`src/rtl/ahb_slave_req_queue_if.sv`:
```
// ahb_slave_req_queue_if: AHB-Lite slave bus plus bridge request and read-return signals
interface ahb_slave_req_queue_if #(
  parameter int ADDR_W = 32,
  parameter int DATA_W = 32,
  parameter int DEPTH = 4,
  parameter int NUM_SLV = 3
);
  logic Hwrite, Hreadyin;
  logic [1:0] Htrans;
  logic [ADDR_W-1:0] Haddr;
  logic [DATA_W-1:0] Hwdata;
  logic Hreadyout, Hresp;
  logic [DATA_W-1:0] Hrdata;
  logic req_valid, req_ready, req_write;
  logic [ADDR_W-1:0] req_addr;
  logic [DATA_W-1:0] req_wdata;
  logic [NUM_SLV-1:0] req_sel;
  logic rd_valid;
  logic [DATA_W-1:0] rd_data;
  logic [$clog2(DEPTH+1)-1:0] fifo_count;
  logic buffer_full;
  modport slave(
    input Hwrite, Hreadyin, Htrans, Haddr, Hwdata, req_ready, rd_valid, rd_data,
    output Hreadyout, Hresp, Hrdata, req_valid, req_addr, req_wdata, req_write, req_sel,
    fifo_count, buffer_full
  );
  modport master(
    output Hwrite, Hreadyin, Htrans, Haddr, Hwdata, req_ready, rd_valid, rd_data,
    input Hreadyout, Hresp, Hrdata, req_valid, req_addr, req_wdata, req_write, req_sel,
    fifo_count, buffer_full
  );
endinterface

```
`src/rtl/ahb_slave_req_queue.sv`:
```
// ahb_slave_req_queue: AHB-Lite slave decoding APB regions and queueing requests toward the bridge
module ahb_slave_req_queue #(
  parameter int ADDR_W = 32,
  parameter int DATA_W = 32,
  parameter int DEPTH = 4,
  parameter int NUM_SLV = 3,
  parameter logic [ADDR_W-1:0] BASE_ADDR = 32'h8000_0000,
  parameter logic [ADDR_W-1:0] SLV_SIZE = 32'h0400_0000
) (
  input logic Hclk,
  input logic Hreset,
  ahb_slave_req_queue_if.slave bus
);
  localparam int CW = $clog2(DEPTH + 1);
  localparam int PW = $clog2(DEPTH);
  localparam int LW = ADDR_W + 4;
  localparam int EW = ADDR_W + DATA_W + 1 + NUM_SLV;
  typedef enum logic [2:0] {D_IDLE, D_WR, D_RD, D_ERR1, D_ERR2} state_t;
  state_t state, nxt, from_addr;
  logic valid, mapped, full, push, pop, wr, rd_done, rd_pushed, ready;
  logic [NUM_SLV-1:0] sel, a_sel;
  logic [ADDR_W-1:0] a_addr;
  logic [DATA_W-1:0] hrdata_q, wdata;
  logic [CW-1:0] count;
  logic [PW-1:0] wptr, rptr;
  logic [EW-1:0] mem [DEPTH];
  logic [EW-1:0] head;
  assign valid = bus.Hreadyin && (bus.Htrans inside {2'b10, 2'b11});
  // region bounds are widened by 4 bits so the top region limit cannot wrap
  for (genvar i = 0; i < NUM_SLV; i++) begin : g_dec
    localparam logic [LW-1:0] LO = {4'b0, BASE_ADDR} + {4'b0, SLV_SIZE} * LW'(i);
    assign sel[i] = {4'b0, bus.Haddr} >= LO && {4'b0, bus.Haddr} < LO + {4'b0, SLV_SIZE};
  end
  assign mapped = |sel;
  assign from_addr = !valid ? D_IDLE : !mapped ? D_ERR1 : bus.Hwrite ? D_WR : D_RD;
  assign full = count == CW'(DEPTH);
  assign pop = count != '0 && bus.req_ready;
  assign wr = state == D_WR;
  assign wdata = wr ? bus.Hwdata : '0;
  always_comb begin
    nxt = state;
    ready = 1'b1;
    push = 1'b0;
    rd_done = 1'b0;
    case (state)
      D_IDLE: nxt = from_addr;
      D_WR: begin
        push = !full;
        ready = !full;
        nxt = full ? D_WR : from_addr;
      end
      D_RD: begin
        push = !rd_pushed && !full;
        rd_done = rd_pushed && bus.rd_valid;
        ready = rd_done;
        nxt = rd_done ? from_addr : D_RD;
      end
      D_ERR1: begin
        ready = 1'b0;
        nxt = D_ERR2;
      end
      D_ERR2: nxt = from_addr;
      default: nxt = D_IDLE;
    endcase
  end
  assign bus.Hreadyout = ready;
  assign bus.Hresp = state == D_ERR1 || state == D_ERR2;
  assign bus.Hrdata = rd_done ? bus.rd_data : hrdata_q;
  assign head = count != '0 ? mem[rptr] : '0;
  assign {bus.req_addr, bus.req_wdata, bus.req_write, bus.req_sel} = head;
  assign bus.req_valid = count != '0;
  assign bus.fifo_count = count;
  assign bus.buffer_full = full;
  always_ff @(posedge Hclk or posedge Hreset)
    if (Hreset) begin
      state <= D_IDLE;
      rd_pushed <= 1'b0;
      a_addr <= '0;
      a_sel <= '0;
      hrdata_q <= '0;
      count <= '0;
      wptr <= '0;
      rptr <= '0;
    end else begin
      state <= nxt;
      rd_pushed <= state == D_RD && !rd_done && (rd_pushed || push);
      if (valid) begin
        a_addr <= bus.Haddr;
        a_sel <= sel;
      end
      if (rd_done) hrdata_q <= bus.rd_data;
      if (push) wptr <= wptr + 1'b1;
      if (pop) rptr <= rptr + 1'b1;
      count <= count + CW'(push) - CW'(pop);
    end
  always_ff @(posedge Hclk)
    if (push) mem[wptr] <= {a_addr, wdata, wr, a_sel};
endmodule

```
`src/flat_wrapper.sv`:
```
// flat-port wrapper written by rule: the top's interface ports become plain ports
module ahb_slave_req_queue_flat 
#(
  parameter int ADDR_W = 32,
  parameter int DATA_W = 32,
  parameter int DEPTH = 4,
  parameter int NUM_SLV = 3,
  parameter logic [ADDR_W-1:0] BASE_ADDR = 32'h8000_0000,
  parameter logic [ADDR_W-1:0] SLV_SIZE = 32'h0400_0000
)
  (Hclk, Hreset, bus_Hwrite, bus_Hreadyin, bus_Htrans, bus_Haddr, bus_Hwdata, bus_req_ready, bus_rd_valid, bus_rd_data, bus_Hreadyout, bus_Hresp, bus_Hrdata, bus_req_valid, bus_req_addr, bus_req_wdata, bus_req_write, bus_req_sel, bus_fifo_count, bus_buffer_full);
  ahb_slave_req_queue_if #(.ADDR_W(ADDR_W), .DATA_W(DATA_W), .DEPTH(DEPTH), .NUM_SLV(NUM_SLV)) bus_i ();
  input logic Hclk;
  input logic Hreset;
  input wire logic [$bits(bus_i.Hwrite)-1:0] bus_Hwrite;
  input wire logic [$bits(bus_i.Hreadyin)-1:0] bus_Hreadyin;
  input wire logic [$bits(bus_i.Htrans)-1:0] bus_Htrans;
  input wire logic [$bits(bus_i.Haddr)-1:0] bus_Haddr;
  input wire logic [$bits(bus_i.Hwdata)-1:0] bus_Hwdata;
  input wire logic [$bits(bus_i.req_ready)-1:0] bus_req_ready;
  input wire logic [$bits(bus_i.rd_valid)-1:0] bus_rd_valid;
  input wire logic [$bits(bus_i.rd_data)-1:0] bus_rd_data;
  output wire logic [$bits(bus_i.Hreadyout)-1:0] bus_Hreadyout;
  output wire logic [$bits(bus_i.Hresp)-1:0] bus_Hresp;
  output wire logic [$bits(bus_i.Hrdata)-1:0] bus_Hrdata;
  output wire logic [$bits(bus_i.req_valid)-1:0] bus_req_valid;
  output wire logic [$bits(bus_i.req_addr)-1:0] bus_req_addr;
  output wire logic [$bits(bus_i.req_wdata)-1:0] bus_req_wdata;
  output wire logic [$bits(bus_i.req_write)-1:0] bus_req_write;
  output wire logic [$bits(bus_i.req_sel)-1:0] bus_req_sel;
  output wire logic [$bits(bus_i.fifo_count)-1:0] bus_fifo_count;
  output wire logic [$bits(bus_i.buffer_full)-1:0] bus_buffer_full;
  assign bus_i.Hwrite = bus_Hwrite;
  assign bus_i.Hreadyin = bus_Hreadyin;
  assign bus_i.Htrans = bus_Htrans;
  assign bus_i.Haddr = bus_Haddr;
  assign bus_i.Hwdata = bus_Hwdata;
  assign bus_i.req_ready = bus_req_ready;
  assign bus_i.rd_valid = bus_rd_valid;
  assign bus_i.rd_data = bus_rd_data;
  assign bus_Hreadyout = bus_i.Hreadyout;
  assign bus_Hresp = bus_i.Hresp;
  assign bus_Hrdata = bus_i.Hrdata;
  assign bus_req_valid = bus_i.req_valid;
  assign bus_req_addr = bus_i.req_addr;
  assign bus_req_wdata = bus_i.req_wdata;
  assign bus_req_write = bus_i.req_write;
  assign bus_req_sel = bus_i.req_sel;
  assign bus_fifo_count = bus_i.fifo_count;
  assign bus_buffer_full = bus_i.buffer_full;
  ahb_slave_req_queue #(.ADDR_W(ADDR_W), .DATA_W(DATA_W), .DEPTH(DEPTH), .NUM_SLV(NUM_SLV), .BASE_ADDR(BASE_ADDR), .SLV_SIZE(SLV_SIZE)) u_core (.Hclk(Hclk), .Hreset(Hreset), .bus(bus_i));
endmodule
```
`config.mk`:
```
export PLATFORM = sky130hd
export DESIGN_NAME = ahb_slave_req_queue_flat
export DESIGN_NICKNAME = d
export VERILOG_FILES = /design/src/rtl/ahb_slave_req_queue_if.sv /design/src/rtl/ahb_slave_req_queue.sv /design/src/flat_wrapper.sv
export SDC_FILE = /design/constraint.sdc
export NUM_CORES = 1
export LEC_CHECK = 0
export CELL_PAD_IN_SITES_DETAIL_PLACEMENT = 1
export CELL_PAD_IN_SITES_GLOBAL_PLACEMENT = 1
export CORE_MARGIN = 1
export CORE_UTILIZATION = 50
export DETAILED_ROUTE_END_ITERATION = 10
export PLACE_DENSITY_LB_ADDON = 0.1
export SYNTH_ARGS = -nofsm -noshare
export SYNTH_HDL_FRONTEND = slang
export SYNTH_SLANG_ARGS = --single-unit
export TNS_END_PERCENT = 100
```
`constraint.sdc`:
```
create_clock -name Hclk -period 5.2 [get_ports Hclk]
set_input_delay 1.04 -clock Hclk [delete_from_list [all_inputs] [get_ports Hclk]]
set_output_delay 1.04 -clock Hclk [all_outputs]
set_load 0.01 [all_outputs]
```
==> results of run 1 <==
[cells in the final DEF (no fill, tap or decap), drive strengths merged, types with 2 or more instances in the layout]
cell type	n
mux4	68
and2	106
buf	5
clkinv	15
inv	9
xnor2	4
nand2	8
nand3	2
nor2	2
mux2	64
edfxtp	272
clkdlybuf4s50	209
o21ai	2
clkbuf	51
o22a	2
nand3b	2
nand2b	2
dfrtp	78
or3	2
a21oi	6
ha	6
nor3b	3
or3b	2
[metal layers]
| metal | GRT usage | wire length (um) | vias to the layer above |
|---|---|---|---|
| li1 | - | - | 3071 |
| met1 | 0.2559 | 11640 | 3584 |
| met2 | 0.3658 | 14570 | 198 |
| met3 | 0.05176 | 1642 | 48 |
| met4 | 0.05305 | 522 | 2 |
| met5 | 0 | 13 | - |
[worst max-delay path: stages]
cell             delay [ps]
clkdlybuf4s50_1         510
nand2_1                 100
nor2_4                  690
mux2_1                  430
clkdlybuf4s50_1         520
[final cells by class]
type | instances | area [sq um] | share of cell area
Multi-Input combinational cell | 291 | 3349 | 0.1945
Timing Repair Buffer | 214 | 2130 | 0.1237
Sequential cell | 350 | 10130 | 0.5882
Clock inverter | 17 | 111.4 | 0.006468
Clock buffer | 51 | 1041 | 0.06047
Tap cell | 341 | 426.7 | 0.02478
Inverter | 8 | 31.28 | 0.001817
[flip-flops by register name, summed over array words and instances (netlist names)]
| register | count |
|---|---|
| u_core.a_addr | 32 |
| u_core.mem | 272 |
| u_core.wptr | 2 |
| u_core.state | 3 |
| u_core.a_sel | 3 |
| u_core.rd_pushed | 1 |
| u_core.bus.fifo_count | 3 |
| u_core.rptr | 2 |
| u_core.hrdata_q | 32 |
[stage by stage]
stage	worst slack, ps	hold slack, ps	util
6_report	855.3	486.9	0.6406
5_1_grt	716.3	513.9	0.6406
4_1_cts	803.5	490.0	0.6406
3_5_place_dp	823.9	471.8	0.5977
3_3_place_gp	949.7	467.1	0.5977
2_1_floorplan	1914	470.9	-
[final timing paths]
kind | cells after the start | end | slack, ps | startpoint
worst min register to register | 1 | u_core.hrdata_q[26] | 490 | u_core.hrdata_q[26]
max in group asynchronous | 3 | u_core.rptr[1] | 3160 | Hreset
min in group asynchronous | 2 | u_core.a_addr[21] | 1020 | Hreset
worst min-delay path | 1 | u_core.hrdata_q[26] | 490 | u_core.hrdata_q[26]
worst max register to register | 10 | u_core.bus.fifo_count[2] | 2120 | u_core.bus.fifo_count[1]
worst max-delay path | 5 | bus_Hrdata[30] | 860 | bus_rd_valid
[power breakdown]
group          leakage, nW  total [mW]  internal, mW  switching, mW
Sequential            3.48        4.15          3.80          0.348
Combinational         2.01        3.59          2.03           1.57
Clock                0.573        2.50          1.46           1.04
Total                 6.06        10.2          7.28           2.95
[kinds of logic (layout without fill, tap and decap cells)]
logic type / after synthesis / in the layout / share of synthesized area
multiplexers: 132 / 132 / 0.1651
flip-flops: 350 / 350 / 0.7405
XOR/XNOR: 5 / 5 / 0.003204
AO/OA/AOI/OAI: 14 / 14 / 0.007234
AND/OR/NAND/NOR: 133 / 133 / 0.06143
adder cells (fa/ha/maj): 7 / 7 / 0.006958
buffers and inverters: 45 / 290 / 0.01566
==> impl_metrics.toml, run 1 <==
[clock_tree]
clkTransAtPathRegs_ps = 60
postCtsSetupBuffers = 0
cts_tree = "built"
cts_inserted_buffers = 37
htreeDepth = 2
clk_latency_ps = 520
ctsHoldBuffers = 0
clock-sinks = 350
clockBufferDepth = 3
cts_resized = 0
cts-root-buf = "clkbuf_16"

[pwr]
finalPower_mw = 10.24
p_per_area_mw_per_mm2 = 594.5
vdd_drop_max_v = 0.0003579
p_leak_nw = 6.057

[timing]
relSlewSlack = 0.2643
min_period_over_period = 0.8355
max_freq_mhz = 230.2
finalCriticalPeriod_ps = 4345
grt_setup_unrepaired = "no"
worst_pin_slew_ps = 1104
maxSlewViolCount = 0
fin_skew_ps = 16.54
setup_violations = 0
hold_violations = 0
tns_ps = 0

[cells_and_area]
n_antenna_cell = 0
fill_cells = 2280
layout-drive-gt1-share = 0.2180
final_nets = 1013
synthToLayoutAreaGrowth_pct = 25.97
fin_area_sq_mm = 0.01722
stdcell_count = 1272

[grt]
grt_pass1_wl_um = 43790
grt_max_degree = 72
grt_pass1_vias = 7783
grt.total_usage = 0.2074
grt_overflow = 0
antenna_found_initial = 1

[critical_path]
worstSetupPathType = "in -> out"
arrival_ps = 3300
required_ps = 4160
crit_path_start_kind = "input port"
crit_path_end_kind = "primary output"
cp_max_fo = 33

[place]
place.gp.congestion = 0.7183
dp_cells = 1204
port_buffers = 209
hpwl_um = 15880
place_area_sq_mm = 0.01606

[synth]
synth_area_leader_cell = "edfxtp_1"
synthTopCellsByArea = "edfxtp_1 (60%), dfrtp_1 (14%), mux4_2 (11%)"
netlist.area_leader.share = 0.5976
ys.flop_type = "edfxtp_1"
netlist_area_sq_mm = 0.01367
synth_cell_type_count = 37
yosysMostFrequentCell = "edfxtp_1"
ys_seq_area_frac = 0.7405
synth_edf_count = 272
async_flop_share = 0.2229
synth_nets = 797
yosys_warnings = 0
ys_ff_latch = 350
synth_area_per_cell_sq_um = 19.92
synth_common_cells = "edfxtp_1 (272), and2_1 (104), dfrtp_1 (78)"
synthCells = 686

[flow_run]
maxCapViolCount = 0

[detailed_routing]
firstDrtPassIters = 4
dr_total_vias = 6903
drt_first_iter_violations = 461
final_antenna_net_count = 0
wl_um = 28390
drc = 0
routedWlPerCell_um = 22.32
vias_per_cell = 5.427

[floorplanning]
core-area_sq_mm = 0.02688
initial_utilization = 0.5085
chipWidth_um = 167.3
pin_count = 211
num_rows = 60
fp.dieH_um = 167.3
dieArea_sq_mm = 0.02800

[hold_path]
hp-class = "reg -> reg"

[status]
status = "complete, no violations"
(Power assumes the default switching activity.)
==> run 2, diff against run 1 <==
CORE_UTILIZATION = 42   (was 50)
clock period = 3.8 ns   (was 5.2 ns; I/O delays follow)
==> impl_metrics.toml, run 2 (synthesis results as in run 1) <==
[grt]
grt_pass1_wl_um = 45080
grt_pass1_vias = 7899
grt.total_usage = 0.1800
grt_overflow = 0
grt_max_degree = 79
antenna_found_initial = 2

[critical_path]
crit_chain = "buf_4 > mux4_2 > and2_1 > clkdlybuf4s50_1"
worstSetupStartpoint = "u_core.rptr[0]"
arrival_ps = 2800
crit_family = "buffers and inverters"
required_ps = 3040
timing.rr.start = "u_core.bus.fifo_count[1]"
worst_path_largest_cell_delay_ps = 750
worstSetupPathType = "reg -> out"
crit_path_end_kind = "primary output"
path_buf_inv = 2
crit_path_start_kind = "flop"
slowest_stage = "dfrtp_4"
cp_max_fo = 22

[cells_and_area]
fin_area_sq_mm = 0.01753
layout_commonest_cell = "edfxtp_1"
multiInputGateArea_sq_mm = 0.003349
mostFrequentLayoutCells = "edfxtp_1 (272), clkdlybuf4s50_1 (209), and2_1 (102), dfrtp_1 (76), mux4_2 (68)"
largest_reg_flops = 272
top_regs = "u_core.mem (272), u_core.a_addr (32), u_core.hrdata_q (32)"
regArea_sq_mm = 0.01013
synthToLayoutAreaGrowth_pct = 28.26
fill_cells = 2846
n_antenna_cell = 0
layout-drive-gt1-share = 0.2229
top_register = "u_core.mem"
final_nets = 1024

[pwr]
vdd_drop_max_v = 0.0003691
p_per_area_mw_per_mm2 = 806.2
p_leak_nw = 6.142

[clock_tree]
cts_inserted_buffers = 37
clockBufferDepth = 3
clkTransAtPathRegs_ps = 60
clk_latency_ps = 510
htreeDepth = 2
cts_tree = "built"
cts-root-buf = "clkbuf_16"
postCtsSetupBuffers = 0
ctsHoldBuffers = 0
clock-sinks = 350
cts_resized = 0

[timing]
setup_violations = 0
min_period_over_period = 0.9358
relSlewSlack = 0.2658
grt_setup_unrepaired = "no"
maxSlewViolCount = 0
hold_violations = 0
tns_ps = 0
fin_skew_ps = 10.68
finalCriticalPeriod_ps = 3556
worst_pin_slew_ps = 1097
max_freq_mhz = 281.2

[floorplanning]
initial_utilization = 0.4298
pin_count = 211
core-area_sq_mm = 0.03180
dieArea_sq_mm = 0.03327
chipWidth_um = 182.4
fp.dieH_um = 182.4
num_rows = 65

[detailed_routing]
dr_total_vias = 7004
drt_first_iter_violations = 292
final_antenna_net_count = 0
drc = 0
firstDrtPassIters = 5
wl_um = 29330
routedWlPerCell_um = 21.30
vias_per_cell = 5.086

[place]
place_area_sq_mm = 0.01638
place.gp.congestion = 0.7354
port_buffers = 209
hpwl_um = 17780

[status]
status = "complete, no violations"

[hold_path]
worstHoldStart = "u_core.hrdata_q[30]"
hp-class = "reg -> reg"

[flow_run]
maxCapViolCount = 0
run 2: per-stage QoR:
step | hold slack [ps] | setup slack (ps) | total power [mW] | utilization | cells
floorplan | 470.9 | 514.1 | 8.318 | - | 686
global placement | 464.5 | 461.1 | 10.77 | 0.5150 | 1309
detailed placement | 477.4 | 435.5 | 10.94 | 0.5150 | 1309
CTS | 494.5 | 145.6 | 14.39 | 0.5512 | 1377
global route | 519.5 | 76.70 | 14.86 | 0.5512 | 1377
finish | 484.8 | 243.9 | 14.13 | 0.5512 | 1377
run 2: cell type report:
cell class,instances,area share
clock inverters,15,0.005353
inverters,8,0.001784
repair buffers,225,0.1326
multi-input cells,291,0.1911
clock buffers,53,0.06039
well taps,435,0.03105
flip-flops and latches,350,0.5777
run 2: metal layers:
layer	global-route usage	routed length, um	vias up	share of wire
met4	0.03832	369	4	0.013
met3	0.04829	2002	33	0.068
li1	-	-	3092	-
met5	0	25	-	0.00085
met1	0.2263	12250	3655	0.42
met2	0.3128	14670	220	0.50
run 2: power by group:
group,leakage (nW),switching [mW],internal [mW]
logic,2.10,2.22,2.89
registers,3.48,0.446,5.18
clock network,0.566,1.38,2.01
run 2: worst register-to-register path: stages (launching register included):
cell     delay [ps]
dfrtp_1         460
or3_2           790
buf_12          310
and2_1          230
ha_1            290
inv_1            60
ha_1            130
inv_1            50
fa_1            370
xnor2_1         180
xnor2_1         140
run 2: final timing paths:
check / to / slack, ps / depth (start not counted)
setup reg to reg: u_core.bus.fifo_count[2] / 720 / 10
hold reg to reg: u_core.hrdata_q[30] / 480 / 1
setup / recovery: bus_req_sel[2] / 240 / 4
hold / removal: u_core.hrdata_q[30] / 480 / 1
max in group asynchronous: u_core.rptr[1] / 2720 / 3
min in group asynchronous: u_core.a_addr[13] / 670 / 3
